===== src/rtl/rssb_control_hs.sv =====
// -----------------------------------------------------------------------------
// rssb_control_hs
//
// Control FSM for the RSSB datapath over a request/acknowledge memory port.
// Each instruction runs FETCH (read OP1), READ (read MDR), EXEC (write the ALU
// result to memory and ACC) and UPDATE (advance PC by 1 or 2). Every memory
// state waits for mem_ack, so memory latency may vary. An access left
// unacknowledged for too long drops the FSM into a sticky FAULT state.
//
// Parameters
//   TIMEOUT     maximum wait cycles per memory access (0 = no timeout)
//   CNT_W       width of the retired-instruction counter
//
// Ports
//   clk         clock, rising edge
//   rst         asynchronous active-low reset
//   run         level: execute continuously while high
//   step        pulse: in HALT with run low, execute one instruction
//   mem_ack     memory acknowledge for the current request
//   neg         ALU result (MDR - ACC) is negative
//   mem_req     memory access request
//   sel_mem     address select, 0 = PC, 1 = OP1
//   write_mem   memory write enable (qualifies mem_req)
//   write_op1   load OP1 from read data (ack-qualified)
//   write_mdr   load MDR from read data (ack-qualified)
//   write_acc   load ACC from ALU result (ack-qualified)
//   write_pc    load PC
//   sel_pc      PC increment select, 0 = PC+1, 1 = PC+2
//   halted      FSM is in HALT
//   fault       access timeout occurred, sticky until reset
//   instr_count retired instructions, wraps modulo 2^CNT_W
// -----------------------------------------------------------------------------
module rssb_control_hs #(
    parameter int TIMEOUT = 15,
    parameter int CNT_W   = 16
) (
    input  logic             clk,
    input  logic             rst,
    input  logic             run,
    input  logic             step,
    input  logic             mem_ack,
    input  logic             neg,
    output logic             mem_req,
    output logic             sel_mem,
    output logic             write_mem,
    output logic             write_op1,
    output logic             write_mdr,
    output logic             write_acc,
    output logic             write_pc,
    output logic             sel_pc,
    output logic             halted,
    output logic             fault,
    output logic [CNT_W-1:0] instr_count
);

    // Wait counter only needs to reach TIMEOUT; keep at least one bit.
    localparam int WAIT_W = (TIMEOUT > 0) ? $clog2(TIMEOUT + 1) : 1;
    localparam logic [WAIT_W-1:0] WAIT_LIMIT = WAIT_W'(TIMEOUT);
    localparam logic [WAIT_W-1:0] WAIT_MAX   = {WAIT_W{1'b1}};
    localparam bit TIMEOUT_EN = (TIMEOUT > 0);

    typedef enum logic [2:0] {
        ST_HALT   = 3'd0,
        ST_FETCH  = 3'd1,
        ST_READ   = 3'd2,
        ST_EXEC   = 3'd3,
        ST_UPDATE = 3'd4,
        ST_FAULT  = 3'd5
    } state_t;

    state_t            state_q, state_d;
    logic [WAIT_W-1:0] wait_cnt_q, wait_cnt_d;
    logic              step_mode_q, step_mode_d;
    logic              neg_q, neg_d;
    logic [CNT_W-1:0]  instr_count_q, instr_count_d;

    // Moore outputs are registered: computed from the next state so they
    // line up exactly with the state register.
    logic mem_req_q,   mem_req_d;
    logic sel_mem_q,   sel_mem_d;
    logic write_mem_q, write_mem_d;
    logic write_pc_q,  write_pc_d;
    logic sel_pc_q,    sel_pc_d;
    logic halted_q,    halted_d;
    logic fault_q,     fault_d;

    logic in_mem_state;

    assign in_mem_state = (state_q == ST_FETCH) || (state_q == ST_READ) ||
                          (state_q == ST_EXEC);

    always_comb begin
        state_d       = state_q;
        wait_cnt_d    = wait_cnt_q;
        step_mode_d   = step_mode_q;
        neg_d         = neg_q;
        instr_count_d = instr_count_q;

        case (state_q)
            ST_HALT: begin
                if (run) begin
                    state_d = ST_FETCH;
                end else if (step) begin
                    state_d     = ST_FETCH;
                    step_mode_d = 1'b1;
                end
            end
            ST_FETCH: if (mem_ack) state_d = ST_READ;
            ST_READ:  if (mem_ack) state_d = ST_EXEC;
            ST_EXEC: begin
                if (mem_ack) begin
                    neg_d   = neg;
                    state_d = ST_UPDATE;
                end
            end
            ST_UPDATE: begin
                instr_count_d = instr_count_q + CNT_W'(1);
                if (step_mode_q || !run) begin
                    state_d     = ST_HALT;
                    step_mode_d = 1'b0;
                end else begin
                    state_d = ST_FETCH;
                end
            end
            ST_FAULT: state_d = ST_FAULT;
            default:  state_d = ST_HALT;
        endcase

        // Unacknowledged access: fault once the limit has already been
        // waited out; otherwise count the wait, saturating.
        if (in_mem_state && !mem_ack) begin
            if (TIMEOUT_EN && (wait_cnt_q == WAIT_LIMIT)) begin
                state_d = ST_FAULT;
            end else if (wait_cnt_q != WAIT_MAX) begin
                wait_cnt_d = wait_cnt_q + WAIT_W'(1);
            end
        end

        // Every memory state starts its access with a fresh wait count.
        if ((state_d != state_q) &&
            ((state_d == ST_FETCH) || (state_d == ST_READ) || (state_d == ST_EXEC))) begin
            wait_cnt_d = '0;
        end

        mem_req_d   = (state_d == ST_FETCH) || (state_d == ST_READ) || (state_d == ST_EXEC);
        sel_mem_d   = (state_d == ST_READ) || (state_d == ST_EXEC);
        write_mem_d = (state_d == ST_EXEC);
        write_pc_d  = (state_d == ST_UPDATE);
        sel_pc_d    = (state_d == ST_UPDATE) && neg_d;
        halted_d    = (state_d == ST_HALT);
        fault_d     = (state_d == ST_FAULT);
    end

    always_ff @(posedge clk or negedge rst) begin
        if (!rst) begin
            state_q       <= ST_HALT;
            wait_cnt_q    <= '0;
            step_mode_q   <= 1'b0;
            neg_q         <= 1'b0;
            instr_count_q <= '0;
            mem_req_q     <= 1'b0;
            sel_mem_q     <= 1'b0;
            write_mem_q   <= 1'b0;
            write_pc_q    <= 1'b0;
            sel_pc_q      <= 1'b0;
            halted_q      <= 1'b1;
            fault_q       <= 1'b0;
        end else begin
            state_q       <= state_d;
            wait_cnt_q    <= wait_cnt_d;
            step_mode_q   <= step_mode_d;
            neg_q         <= neg_d;
            instr_count_q <= instr_count_d;
            mem_req_q     <= mem_req_d;
            sel_mem_q     <= sel_mem_d;
            write_mem_q   <= write_mem_d;
            write_pc_q    <= write_pc_d;
            sel_pc_q      <= sel_pc_d;
            halted_q      <= halted_d;
            fault_q       <= fault_d;
        end
    end

    // Register loads fire only on the acknowledged cycle of their own state.
    assign write_op1 = (state_q == ST_FETCH) && mem_ack;
    assign write_mdr = (state_q == ST_READ)  && mem_ack;
    assign write_acc = (state_q == ST_EXEC)  && mem_ack;

    assign mem_req     = mem_req_q;
    assign sel_mem     = sel_mem_q;
    assign write_mem   = write_mem_q;
    assign write_pc    = write_pc_q;
    assign sel_pc      = sel_pc_q;
    assign halted      = halted_q;
    assign fault       = fault_q;
    assign instr_count = instr_count_q;

endmodule


===== config.mk =====
export PLATFORM = sky130hd
export DESIGN_NAME = rssb_control_hs
export DESIGN_NICKNAME = d
export VERILOG_FILES = /design/src/rtl/rssb_control_hs.sv
export SDC_FILE = /design/constraint.sdc
export NUM_CORES = 1
export LEC_CHECK = 0
export CORE_MARGIN = 3
export CORE_UTILIZATION = 48
export DETAILED_ROUTE_END_ITERATION = 10
export PLACE_DENSITY = 0.79
export SLEW_MARGIN = 20
export SYNTH_ARGS = -nofsm -noshare
export SYNTH_HDL_FRONTEND = slang
export SYNTH_SLANG_ARGS = --single-unit

===== constraint.sdc =====
create_clock -name clk -period 2 [get_ports clk]
set_input_delay 0.4 -clock clk [delete_from_list [all_inputs] [get_ports clk]]
set_output_delay 0.4 -clock clk [all_outputs]
set_load 0.01 [all_outputs]

## Word level (Yosys, flattened, before mapping)

Index checks and enable logic that the tools add are counted.

- Input port bits: 6
- Word-level logic and storage cells: 71
- Register bits: 32
- Output and inout bits: 26

- Add/sub/neg operators: 2
- Mux-type cells: 19
- Reductions and logical operators: 21
- Equal/unequal tests: 17

Operators by type and width:

| operator | count |
|---|---|
| $mux 3 | 7 |
| $pmux 3 s6 | 1 |
| $add 16x1->16 const B | 1 |
| $mux 4 | 4 |
| $eq 3x2->1 const B | 4 |
| $eq 3x3->1 const B | 4 |
| $eq 3x1->1 const B | 2 |
| $logic_and 1x1->1 | 6 |
| $logic_not 3->1 | 2 |
| $logic_or 1x1->1 | 6 |
| $mux 1 | 6 |
| $ne 2x2->1 const B | 3 |
| $reduce_bool 2->1 | 3 |
| $add 4x1->4 const B | 1 |
| $eq 4x4->1 const B | 1 |
| $ne 4x4->1 const B | 1 |
| $reduce_and 4->1 | 1 |
| $ne 3x3->1 | 1 |
| $reduce_and 3->1 | 1 |
| $logic_not 1->1 | 2 |
| $ne 2x1->1 const B | 1 |
| $pmux 1 s2 | 1 |

## Depth between registers and ports, before layout

Gate-level depths: netlist of run 1.

- Word-level depth: 12
- Depth in mapped cells: 6

## Least setup slack after synthesis of run 1

OpenSTA, ideal clock, no wires.

- Kind: reg-to-reg
- Start: register wait_cnt_q[0]
- End: register wait_cnt_q[0]
- Stages on the path, launching flop included: 7
- Clock period less this slack: 1706 ps
- Setup slack: 294 ps
- Arrival time: 1574 ps
- Cells stage by stage: dfrtp_1 > ha_1 > nand3_2 > nor4_4 > o31ai_1 > a211oi_2 > nor2_1

- Cells in the longest elaborated chain, start to end: 9
- Elaborated cells on any way between the ends: 20

RTL lines:

| what | line | RTL |
|---|---|---|
| from (decl) | 72 | `logic [WAIT_W-1:0] wait_cnt_q, wait_cnt_d;` |
| from (signal assigned) | 170 | `wait_cnt_q <= wait_cnt_d;` |
| $eq 4x4->1 | 132 | `if (TIMEOUT_EN && (wait_cnt_q == WAIT_LIMIT)) begin` |
| $mux 3 | 132 |  |
| $mux 3 | 131 | `if (in_mem_state && !mem_ack) begin` |
| $eq 3x1->1 or $eq 3x2->1 (tied branches) | 141 | `((state_d == ST_FETCH) \|\| (state_d == ST_READ) \|\| (state_d == ST_EXEC))) begin` |
| $logic_or 1x1->1 (2 in a row) | 141 |  |
| $logic_and 1x1->1 | 140 | `if ((state_d != state_q) &&` |
| $ne 2x1->1 (no source line) or $reduce_bool 2->1 (tied branches) | -- |  |
| $reduce_and 3->1 (no source line) | -- |  |

Parallel ways exist; a longest one is shown, timed or not. The select of a mux whose other input is x is not followed.
A chain may end at the register's enable or synchronous reset.

## Final worst setup path of run 1

- Start: register state_q[0]
- End: register wait_cnt_q[2]

- Cells in the longest elaborated chain, start to end: 11
- Elaborated cells on any way between the ends: 29

RTL lines:

| what | line | RTL |
|---|---|---|
| from (decl) | 71 | `state_t state_q, state_d;` |
| from (signal assigned) | 169 | `state_q <= state_d;` |
| $mux 3, or another cell as far along | 103 | `end else if (step) begin` |
| $mux 3 or $logic_or 1x1->1 (tied branches) | 101, 89 |  |
| $pmux 3 s6 or $logic_or 1x1->1 (tied branches) | 99, 89 |  |
| $mux 3 or $logic_and 1x1->1 (tied branches) | 132, 131 |  |
| $mux 3 | 131 |  |
| $eq 3x1->1 or $eq 3x2->1 (tied branches) | 141 |  |
| $logic_or 1x1->1 (2 in a row) | 141 |  |
| $logic_and 1x1->1 | 140 |  |
| $ne 2x1->1 (no source line) or $reduce_bool 2->1 (tied branches) | -- |  |
| $reduce_and 3->1 (no source line) | -- |  |

Parallel ways exist; a longest one is shown, timed or not.

==> results of run 1 <==
-- critical path, delay by kind of cell (launching register included) --
family	cells	cell delay, ns
AOI/OAI and AO/OA	2	0.32
buffers and inverters	2	0.33
DFF	1	0.47
and+or+nand+nor	3	0.67
-- kinds of logic (layout without fill, tap and decap cells) --
kind of cell | count (synthesis) | after routing
muxes | 1 | 1
xor gates and xnor gates | 17 | 17
buffers and inverters | 6 | 56
and+or+nand+nor | 57 | 57
adders and majority gates | 2 | 2
AOI/OAI and AO/OA | 16 | 16
DFF | 31 | 31
-- flip-flops by register name, indices dropped and copies added (netlist names) --
register	count
wait_cnt_q	4
write_pc	1
state_q	3
sel_mem	1
halted	1
step_mode_q	1
fault	1
mem_req	1
instr_count	16
write_mem	1
sel_pc	1
-- through the flow --
stage | hold WS [ns] | setup TNS (ns) | setup slack (ns) | power [W]
after floorplan | 0.104 | 0 | 0.294 | 0.00156
after global placement | 0.464 | -0.475 | -0.0836 | 0.00196
after detailed placement | 0.470 | -0.916 | -0.146 | 0.00201
after CTS | 0.450 | 0 | 0.109 | 0.00252
after global routing | 0.465 | 0 | 0.0187 | 0.00269
final | 0.446 | 0 | 0.107 | 0.00253
-- layer usage --
layer / GRT usage, % / part of all wire [%] / vias up
li1: - / - / 559
met1: 20.7 / 43 / 540
met2: 31.0 / 51 / 26
met3: 5.04 / 4.4 / 7
met4: 11.3 / 2.3 / 0
met5: 0 / 0 / -
-- timing repair --
item,4_1_cts,5_1_grt
hold endpoints to repair,0,0
gates cloned,0,0
gates resized for setup,4,2
hold buffers,0,0
setup endpoints to repair,3,3
-- final cells by class --
type	count	share of cell area, %
Sequential cell	31	37.3
Tap cell	42	2.52
Inverter	2	0.360
Multi-Input combinational cell	93	35.6
Timing Repair Buffer	46	20.1
Clock buffer	6	2.46
Clock inverter	2	1.68
-- worst max path at each step --
stage                     depth (start not counted)                         to  slack (ns)                      start
after floorplan                                   6  wait_cnt_q[0]$_DFFE_PN0P_        0.29  wait_cnt_q[0]$_DFFE_PN0P_
after global placement                            6  wait_cnt_q[2]$_DFFE_PN0P_       -0.08                    mem_ack
after detailed placement                          7  wait_cnt_q[1]$_DFFE_PN0P_       -0.15                    mem_ack
after CTS                                         4                  write_acc        0.11       state_q[2]$_DFF_PN0_
after global routing                              7  wait_cnt_q[2]$_DFFE_PN0P_        0.02       state_q[0]$_DFF_PN0_
final                                             7  wait_cnt_q[2]$_DFFE_PN0P_        0.11       state_q[0]$_DFF_PN0_
-- Yosys cell counts, types with 2 or more instances --
library cell,count
buf_6,2
xor2_1,3
dfrtp_1,30
a211oi_2,2
nand2_1,7
nor3_1,2
xnor2_1,14
a21oi_2,2
a21oi_1,3
inv_1,2
nor4_4,2
nand3_1,7
and4_1,2
nand2b_1,3
and2_1,4
nand4_1,4
ha_1,2
nor2_1,10
and2b_1,3
-- where the power goes --
group	leakage, nW	internal [W]	switching (W)
Clock	0.0482	0.000295	0.000215
Combinational	0.444	0.000584	0.000544
Sequential	0.410	0.000771	0.000121
Total	0.902	0.00165	0.000879
==> flow_metrics.py, run 1 <==
metrics = {
    "setup_path": {
        "crit_chain": "buf_4, nor2_2, nor4_4, buf_4, nor4_4, a211oi_4, a311oi_2",
        "critPathLaunchType": "flip-flop",
        "required_ns": 2.23,
        "cp-end-kind": "flip-flop",
        "r2r_cells": 7,
        "slowest_delay_ns": 0.47,
        "rr_endpoint": "wait_cnt_q[2]$_DFFE_PN0P_",
        "r2r_start": "state_q[0]$_DFF_PN0_",
        "rrSetupSlack_ns": 0.11,
        "worst-path-max-fanout": 8,
        "cp_data_arrival_time_ns": 2.12,
        "critical-path-slowest-cell": "dfrtp_2",
        "critical_path_class": "reg -> reg",
    },
    "grt": {
        "grt_pass1_vias": 1195,
        "gr-total-overflow": 0,
        "grt.total_usage_pct": 18.4,
        "grt_antenna_before_repair": 0,
        "grt_max_degree": 32,
        "grt_pass1_wl_um": 5570,
    },
    "timing": {
        "timing.final.max_slew_violations": 0,
        "max_freq_mhz": 528,
        "relSlewSlack_pct": 72.7,
        "rsz0062_at_grt": "false",
        "period_share_pct": 94.7,
        "setup_violations": 0,
        "hold_viol": 0,
        "period_needed_ns": 1.89,
        "worst_pin_slew_ns": 0.409,
        "fin_skew_ns": 0.0101,
    },
    "floorplan": {
        "die-area_mm2": 0.00394,
        "die_x_um": 62.8,
        "io_pins": 32,
        "core_area_mm2": 0.00292,
        "num_rows": 19,
        "die_y_um": 62.8,
        "initial_utilization_pct": 53.0,
    },
    "layout": {
        "fillCellCount": 233,
        "fin_cells": 222,
        "final_common_cell": "dfrtp_1",
        "area_growth_pct": 34.7,
        "fin_area_mm2": 0.00209,
        "nets": 187,
        "multi_input_area_um2": 742,
        "layout_common_cells": "29 x dfrtp_1, 28 x clkdlybuf4s50_1, 15 x buf_4, 14 x xnor2_1, 10 x nor2_1",
        "final_util_pct": 71.3,
        "num_antenna_cells": 0,
        "regArea_um2": 778,
        "layout-drive-gt1-share_pct": 24.4,
    },
    "route": {
        "ant_nets": 0,
        "wire_per_inst_um": 14.4,
        "drc_errors": 0,
        "num_vias": 1132,
        "viasPerCell": 5.10,
        "initialDrtViolationCount": 51,
        "first_pass_iters": 4,
        "wl_um": 3200,
    },
    "yosys": {
        "synthMuxAreaShare_pct": 0.727,
        "synthTopCellsByArea": "dfrtp_1 48%, xnor2_1 7.9%, nor4_4 2.7%",
        "async_flop_share_pct": 100,
        "syn_area_mm2": 0.00155,
        "synth_top_cell_by_area": "dfrtp_1",
        "yosysWarningCount": 0,
        "synth_top_area_share_pct": 48.5,
        "synth-xor-area-share_pct": 9.61,
        "synth_cell_types": 45,
        "synthSimpleGateAreaFrac_pct": 24.9,
        "syn-num-nets": 138,
        "syn_area_per_cell_um2": 11.9,
        "netlist_instances": 130,
        "synth_adder_area_share_pct": 1.62,
        "synth-compound-area-share_pct": 10.3,
        "synth_edf_count": 0,
        "synth-seq-area-share_pct": 50.2,
        "synth_top_family_by_area": "simple AND/OR/NAND/NOR gates",
        "ys_ff_latch": 31,
        "synth_ff_type": "dfrtp_1",
    },
    "cts": {
        "insertion_delay_ns": 0.33,
        "cts_tree": "built",
        "cts_max_path_buffers": 2,
        "clk_pin_slew_worst_paths_ns": 0.10,
        "cts_made_buffers": 5,
        "cts_max_level": 2,
        "cts-root-buf": "clkbuf_4",
        "numClockSinks": 31,
        "postCtsSetupRepairBufs": 0,
    },
    "worst_hold_path": {
        "hp-class": "in -> async",
    },
    "power_and_ir_drop": {
        "peakVddDrop_mv": 0.825,
        "p_leak_nw": 0.902,
        "powerDensity_mw_per_mm2": 1210,
    },
    "place": {
        "io_buffers": 31,
        "globalplace.congestion": 0.830,
        "placed_area_mm2": 0.00199,
        "dp.cells": 214,
        "place_hpwl_um": 2430,
    },
    "flow_run": {
        "drv_cap": 0,
    },
    "status": {
        "status": "finished clean",
    },
}
Note: power is estimated with default switching activity, not from simulation.
==> inputs of run 2 (changes only) <==
--- a/config.mk
+++ b/config.mk
@@ -8,7 +8,8 @@
 export CORE_MARGIN = 3
 export CORE_UTILIZATION = 48
 export DETAILED_ROUTE_END_ITERATION = 10
-export PLACE_DENSITY = 0.79
+export DONT_BUFFER_PORTS = 1
+export PLACE_DENSITY = 0.66
 export SLEW_MARGIN = 20
 export SYNTH_ARGS = -nofsm -noshare
 export SYNTH_HDL_FRONTEND = slang
==> run 2 against run 1 <==
Compared with the run above:
- worst hold slack worse by 0.24 ns
- final area is 18% lower
- critical endpoint is now write_op1
- clock power is 2% lower
- setup slack got worse by 0.0090 ns
- via count is 14% lower
- clock skew is essentially flat
- routed wire length down 20%
- fmax is 0.47% lower
- sequential share of layout area is 8.0 points higher
==> flow_metrics.py, run 2 (synthesis gave the netlist of run 1 again) <==
metrics = {
    "floorplan": {
        "die_x_um": 62.8,
        "core_area_mm2": 0.00292,
        "initial_utilization_pct": 53.0,
        "io_pins": 32,
        "die-area_mm2": 0.00394,
        "num_rows": 19,
        "die_y_um": 62.8,
    },
    "timing": {
        "max_freq_mhz": 526,
        "rsz0062_at_grt": "false",
        "worst_pin_slew_ns": 0.456,
        "relSlewSlack_pct": 69.6,
        "fin_skew_ns": 0.00958,
        "hold_viol": 0,
        "period_share_pct": 95.1,
        "setup_violations": 0,
        "period_needed_ns": 1.90,
        "timing.final.max_slew_violations": 0,
        "fin_setup_tns_ns": 0,
    },
    "setup_path": {
        "crit_chain": "nand2b_2, nor3b_2",
        "required_ns": 1.60,
        "rr_endpoint": "wait_cnt_q[2]$_DFFE_PN0P_",
        "worst-path-max-fanout": 11,
        "critPathLaunchType": "flip-flop",
        "cp_data_arrival_time_ns": 1.50,
        "slowest_delay_ns": 0.54,
        "crit_start": "state_q[2]$_DFF_PN0_",
        "rrSetupSlack_ns": 0.14,
        "critical_path_class": "reg -> out",
        "cp_top_family": "simple AND/OR/NAND/NOR gates",
        "cp-end-kind": "primary output",
        "critical-path-slowest-cell": "dfrtp_1",
        "r2r_cells": 8,
        "r2r_start": "wait_cnt_q[0]$_DFFE_PN0P_",
        "crit_buf_inv": 0,
        "cp.depth": 2,
        "setup.worst_path.end": "write_op1",
    },
    "power_and_ir_drop": {
        "netSwitchingFraction_pct": 36.0,
        "p_leak_nw": 0.736,
        "switchingPower_w": 0.000788,
        "power.internal_w": 0.00140,
        "p_comb_share_pct": 31.3,
        "clockPowerShare_pct": 22.9,
        "seq_power_share_pct": 45.8,
        "powerDensity_mw_per_mm2": 1270,
        "peakVddDrop_mv": 0.665,
    },
    "route": {
        "initialDrtViolationCount": 85,
        "viasPerCell": 5.35,
        "drc_errors": 0,
        "wl_um": 2550,
        "num_vias": 968,
        "first_pass_iters": 5,
        "ant_nets": 0,
        "wire_per_inst_um": 14.1,
    },
    "grt": {
        "grt_pass1_vias": 940,
        "grt_max_degree": 32,
        "gr-total-overflow": 0,
        "grt_use_met2_pct": 21.6,
        "use_met1_pct": 19.6,
        "grt_busiest_layer": "met2",
        "grt_pass1_wl_um": 4600,
        "grt_antenna_before_repair": 0,
        "use_met3_pct": 6.29,
        "grt.total_usage_pct": 14.9,
    },
    "status": {
        "status": "finished clean",
    },
    "cts": {
        "cts_max_path_buffers": 2,
        "cts_made_buffers": 5,
        "cts_max_level": 2,
        "clk_pin_slew_worst_paths_ns": 0.10,
        "numClockSinks": 31,
        "cts-root-buf": "clkbuf_4",
        "insertion_delay_ns": 0.33,
        "cts_tree": "built",
    },
    "place": {
        "place_hpwl_um": 1890,
        "globalplace.congestion": 0.780,
        "io_buffers": 0,
        "placed_area_mm2": 0.00157,
    },
    "layout": {
        "nets": 146,
        "layout-drive-gt1-share_pct": 24.5,
        "num_antenna_cells": 0,
        "final_util_pct": 58.8,
        "fin_area_mm2": 0.00172,
        "layout_common_cells": "29 x dfrtp_1, 14 x xnor2_1, 10 x nor2_1, 7 x nand2_1, 7 x nand3_1",
        "largest_reg_flops": 16,
        "final_common_cell": "dfrtp_1",
        "area_growth_pct": 11.0,
    },
    "flow_run": {
        "drv_cap": 0,
    },
    "worst_hold_path": {
        "hp-class": "in -> reg",
    },
}
## run 2: changes by cell type in the layout (fill, tap and decap cells not counted), sizes merged
cell,change
buf,-11
dlygate4sd2,-3
dlygate4sd3,+1
clkdlybuf4s50,-28
## run 2: how the worst min path moves through the flow
stage	startpoint	endpoint	slack, ns	depth (start not counted)
CTS	neg	sel_pc$_DFF_PN0_	0.19	1
global placement	rst	instr_count[12]$_DFFE_PN0N_	0.11	0
finish	neg	sel_pc$_DFF_PN0_	0.20	1
global route	neg	sel_pc$_DFF_PN0_	0.18	1
floorplan	rst	fault$_DFF_PN0_	0.10	0
detailed placement	rst	instr_count[13]$_DFFE_PN0N_	0.11	0
## run 2: routing by layer
metal,vias to the layer above,wire [um]
met5,-,0
met4,0,21
met3,2,171
met2,23,1180
met1,466,1180
li1,477,-
## run 2: through the flow
| step | hold WS [ns] | std cells | power, W | worst slack (ns) |
|---|---|---|---|---|
| floorplan | 0.104 | 130 | 0.00156 | 0.294 |
| global placement | 0.105 | 169 | 0.00162 | 0.179 |
| detailed placement | 0.105 | 169 | 0.00164 | 0.0762 |
| CTS | 0.187 | 179 | 0.00217 | 0.0619 |
| global route | 0.182 | 181 | 0.00235 | 0.00903 |
| finish | 0.203 | 181 | 0.00219 | 0.0977 |
## run 2: power by group through the flow
stage	Combinational [W]	Sequential [W]	Clock [W]
after floorplan	0.000658	0.000905	0
after global placement	0.000623	0.00100	0
after detailed placement	0.000635	0.00101	0
after CTS	0.000661	0.000996	0.000516
after global routing	0.000778	0.00103	0.000545
final	0.000686	0.00100	0.000501
## run 2: layout make-up
class | count | area, um2
multi-input cells | 93 | 742
well taps | 42 | 52.6
fillers | 264 | 1200
repair buffers | 5 | 52.6
flip-flops and latches | 31 | 778
inverters | 2 | 7.51
clock buffers | 6 | 51.3
clock inverters | 2 | 35.0
## run 2: repair_timing
item / 4_1_cts / 5_1_grt
hold endpoints to repair: 31 / 0
cloned: 0 / 0
setup buffers: 0 / 2
pin swaps: 0 / 2
resized for setup: 1 / 3
hold buffers: 2 / 0
endpoints found under the setup margin: 1 / 5
==> inputs of run 3 (changes only) <==
--- a/config.mk
+++ b/config.mk
@@ -6,10 +6,10 @@
 export NUM_CORES = 1
 export LEC_CHECK = 0
 export CORE_MARGIN = 3
-export CORE_UTILIZATION = 48
+export CORE_UTILIZATION = 61
 export DETAILED_ROUTE_END_ITERATION = 10
 export DONT_BUFFER_PORTS = 1
-export PLACE_DENSITY = 0.66
+export PLACE_DENSITY = 0.8
 export SLEW_MARGIN = 20
 export SYNTH_ARGS = -nofsm -noshare
 export SYNTH_HDL_FRONTEND = slang
==> run 3 against run 2 <==
Compared with the run above:
- register-to-register slack worse by 0.03 ns
- global-route usage up 4.8 points
- clock skew up 0.0074 ns
- non-clock buffer count up 1
- fmax up 0.60%
- routed wire length up 7.5%
- critical path type is now reg -> reg
- critical endpoint is now wait_cnt_q[3]$_DFFE_PN0P_
- largest power group unchanged
- highest routed layer unchanged
==> flow_metrics.py, run 3 (synthesis gave the netlist of run 1 again) <==
metrics = {
    "power_and_ir_drop": {
        "clockPowerShare_pct": 18.1,
        "p_comb_share_pct": 33.6,
        "power.internal_w": 0.00126,
        "netSwitchingFraction_pct": 38.4,
        "p_leak_nw": 0.729,
        "switchingPower_w": 0.000787,
        "peakVddDrop_mv": 0.924,
        "seq_power_share_pct": 48.3,
        "powerDensity_mw_per_mm2": 1220,
    },
    "setup_path": {
        "cp_data_arrival_time_ns": 2.09,
        "critical-path-slowest-cell": "dfrtp_1",
        "crit_chain": "ha_1, nand3_2, nor4_4, buf_4, nor4_4, a211oi_2, nor2_1",
        "worst-path-max-fanout": 4,
        "critPathLaunchType": "flip-flop",
        "rr_endpoint": "wait_cnt_q[3]$_DFFE_PN0P_",
        "critical_path_class": "reg -> reg",
        "r2r_cells": 7,
        "crit_top_cell": "nor4_4",
        "rrSetupSlack_ns": 0.11,
        "required_ns": 2.20,
        "slowest_delay_ns": 0.39,
        "cp-end-kind": "flip-flop",
        "r2r_start": "wait_cnt_q[0]$_DFFE_PN0P_",
    },
    "cts": {
        "cts_made_buffers": 5,
        "insertion_delay_ns": 0.34,
        "cts_tree": "built",
        "cts_max_path_buffers": 2,
        "cts-root-buf": "clkbuf_4",
        "numClockSinks": 31,
        "clk_pin_slew_worst_paths_ns": 0.09,
        "cts_max_level": 2,
    },
    "place": {
        "pre_cts_slack_ns": 0.128,
        "io_buffers": 0,
        "globalplace.congestion": 0.795,
        "place_hpwl_um": 1900,
        "dp.cells": 156,
    },
    "grt": {
        "grt_pass1_wl_um": 4580,
        "grt_max_degree": 32,
        "grt_pass1_vias": 978,
        "grt.total_usage_pct": 19.7,
        "grt_antenna_before_repair": 0,
        "gr-total-overflow": 0,
    },
    "layout": {
        "nets": 147,
        "regArea_um2": 777,
        "largest_reg_flops": 16,
        "fillCellCount": 149,
        "layout-drive-gt1-share_pct": 23.6,
        "num_antenna_cells": 0,
        "fin_cells": 168,
        "multi_input_area_um2": 737,
        "area_growth_pct": 8.24,
        "layout_common_cells": "30 x dfrtp_1, 14 x xnor2_1, 10 x nor2_1, 7 x nand2_1, 7 x nand3_1",
        "final_common_cell": "dfrtp_1",
    },
    "route": {
        "ant_nets": 0,
        "initialDrtViolationCount": 40,
        "wl_um": 2740,
        "wire_per_inst_um": 16.3,
        "drc_errors": 0,
        "first_pass_iters": 4,
        "viasPerCell": 6.01,
        "num_vias": 1009,
    },
    "floorplan": {
        "die_y_um": 56.4,
        "die-area_mm2": 0.00318,
        "core_area_mm2": 0.00232,
        "io_pins": 32,
        "initial_utilization_pct": 66.8,
        "die_x_um": 56.4,
        "num_rows": 17,
    },
    "timing": {
        "hold_viol": 0,
        "setup_violations": 0,
        "holdWs_ns": 0.191,
        "rsz0062_at_grt": "false",
        "period_needed_ns": 1.89,
        "fin_setup_tns_ns": 0,
        "max_freq_mhz": 529,
        "fin_ws_ns": 0.109,
        "fin_skew_ns": 0.0170,
        "worst_pin_slew_ns": 0.430,
        "period_share_pct": 94.5,
        "timing.final.max_slew_violations": 0,
        "relSlewSlack_pct": 71.4,
    },
    "status": {
        "status": "finished clean",
    },
    "flow_run": {
        "drv_cap": 0,
    },
    "worst_hold_path": {
        "hp-class": "in -> reg",
        "hold_depth": 1,
        "min-delay-start": "neg",
        "holdPathEnd": "sel_pc$_DFF_PN0_",
    },
}
[run 3: cell type report]
type | instances | area share (%)
multi-input cells | 93 | 44.0
repair buffers | 6 | 3.58
flip-flops and latches | 31 | 46.3
clock buffers | 7 | 3.28
clock inverters | 1 | 0.299
inverters | 2 | 0.448
well taps | 28 | 2.09
[run 3: timing repair]
item	CTS	global route
pin swaps	0	1
buffers inserted	0	2
hold endpoints to repair	31	0
hold buffers	2	0
endpoints found under the setup margin	1	5
resized for setup	1	1
[run 3: critical path: cells and delay by family, from the launching register on]
kind	cells	cell delay [ns]
AOI/OAI and AO/OA	1	0.31
adders and majority gates	1	0.26
buffers and inverters	1	0.19
DFF	1	0.39
and+or+nand+nor	4	0.62
[run 3: worst max-delay path by stage]
stage	startpoint	slack, ns	cells after the start	end
finish	wait_cnt_q[0]$_DFFE_PN0P_	0.11	7	wait_cnt_q[3]$_DFFE_PN0P_
global route	wait_cnt_q[0]$_DFFE_PN0P_	0.01	7	wait_cnt_q[0]$_DFFE_PN0P_
CTS	state_q[2]$_DFF_PN0_	0.05	2	write_op1
detailed placement	wait_cnt_q[0]$_DFFE_PN0P_	0.13	6	wait_cnt_q[1]$_DFFE_PN0P_
global placement	wait_cnt_q[0]$_DFFE_PN0P_	0.19	6	wait_cnt_q[3]$_DFFE_PN0P_
floorplan	wait_cnt_q[0]$_DFFE_PN0P_	0.29	6	wait_cnt_q[0]$_DFFE_PN0P_
[run 3: metal layers]
layer	GRT usage [%]	vias up	wire, um	share of wire (%)
li1	-	476	-	-
met5	0	-	0	0
met3	9.20	9	223	8.1
met4	12.2	0	86	3.1
met1	21.3	480	1080	40
met2	31.1	44	1340	49
[run 3: per-stage QoR]
step | area (um2) | util (%) | total power [W]
after floorplan | 1550 | - | 0.00156
after global placement | 1560 | 67.5 | 0.00163
after detailed placement | 1560 | 67.5 | 0.00166
after CTS | 1660 | 71.6 | 0.00206
after global routing | 1680 | 72.3 | 0.00220
final | 1680 | 72.3 | 0.00205
[run 3: power by group through the flow]
stage / clock network (W) / registers, W / logic [W]
final: 0.000372 / 0.000989 / 0.000688
after global routing: 0.000419 / 0.00101 / 0.000766
after CTS: 0.000384 / 0.000989 / 0.000689
after detailed placement: 0 / 0.00100 / 0.000660
after global placement: 0 / 0.000996 / 0.000636
after floorplan: 0 / 0.000905 / 0.000658
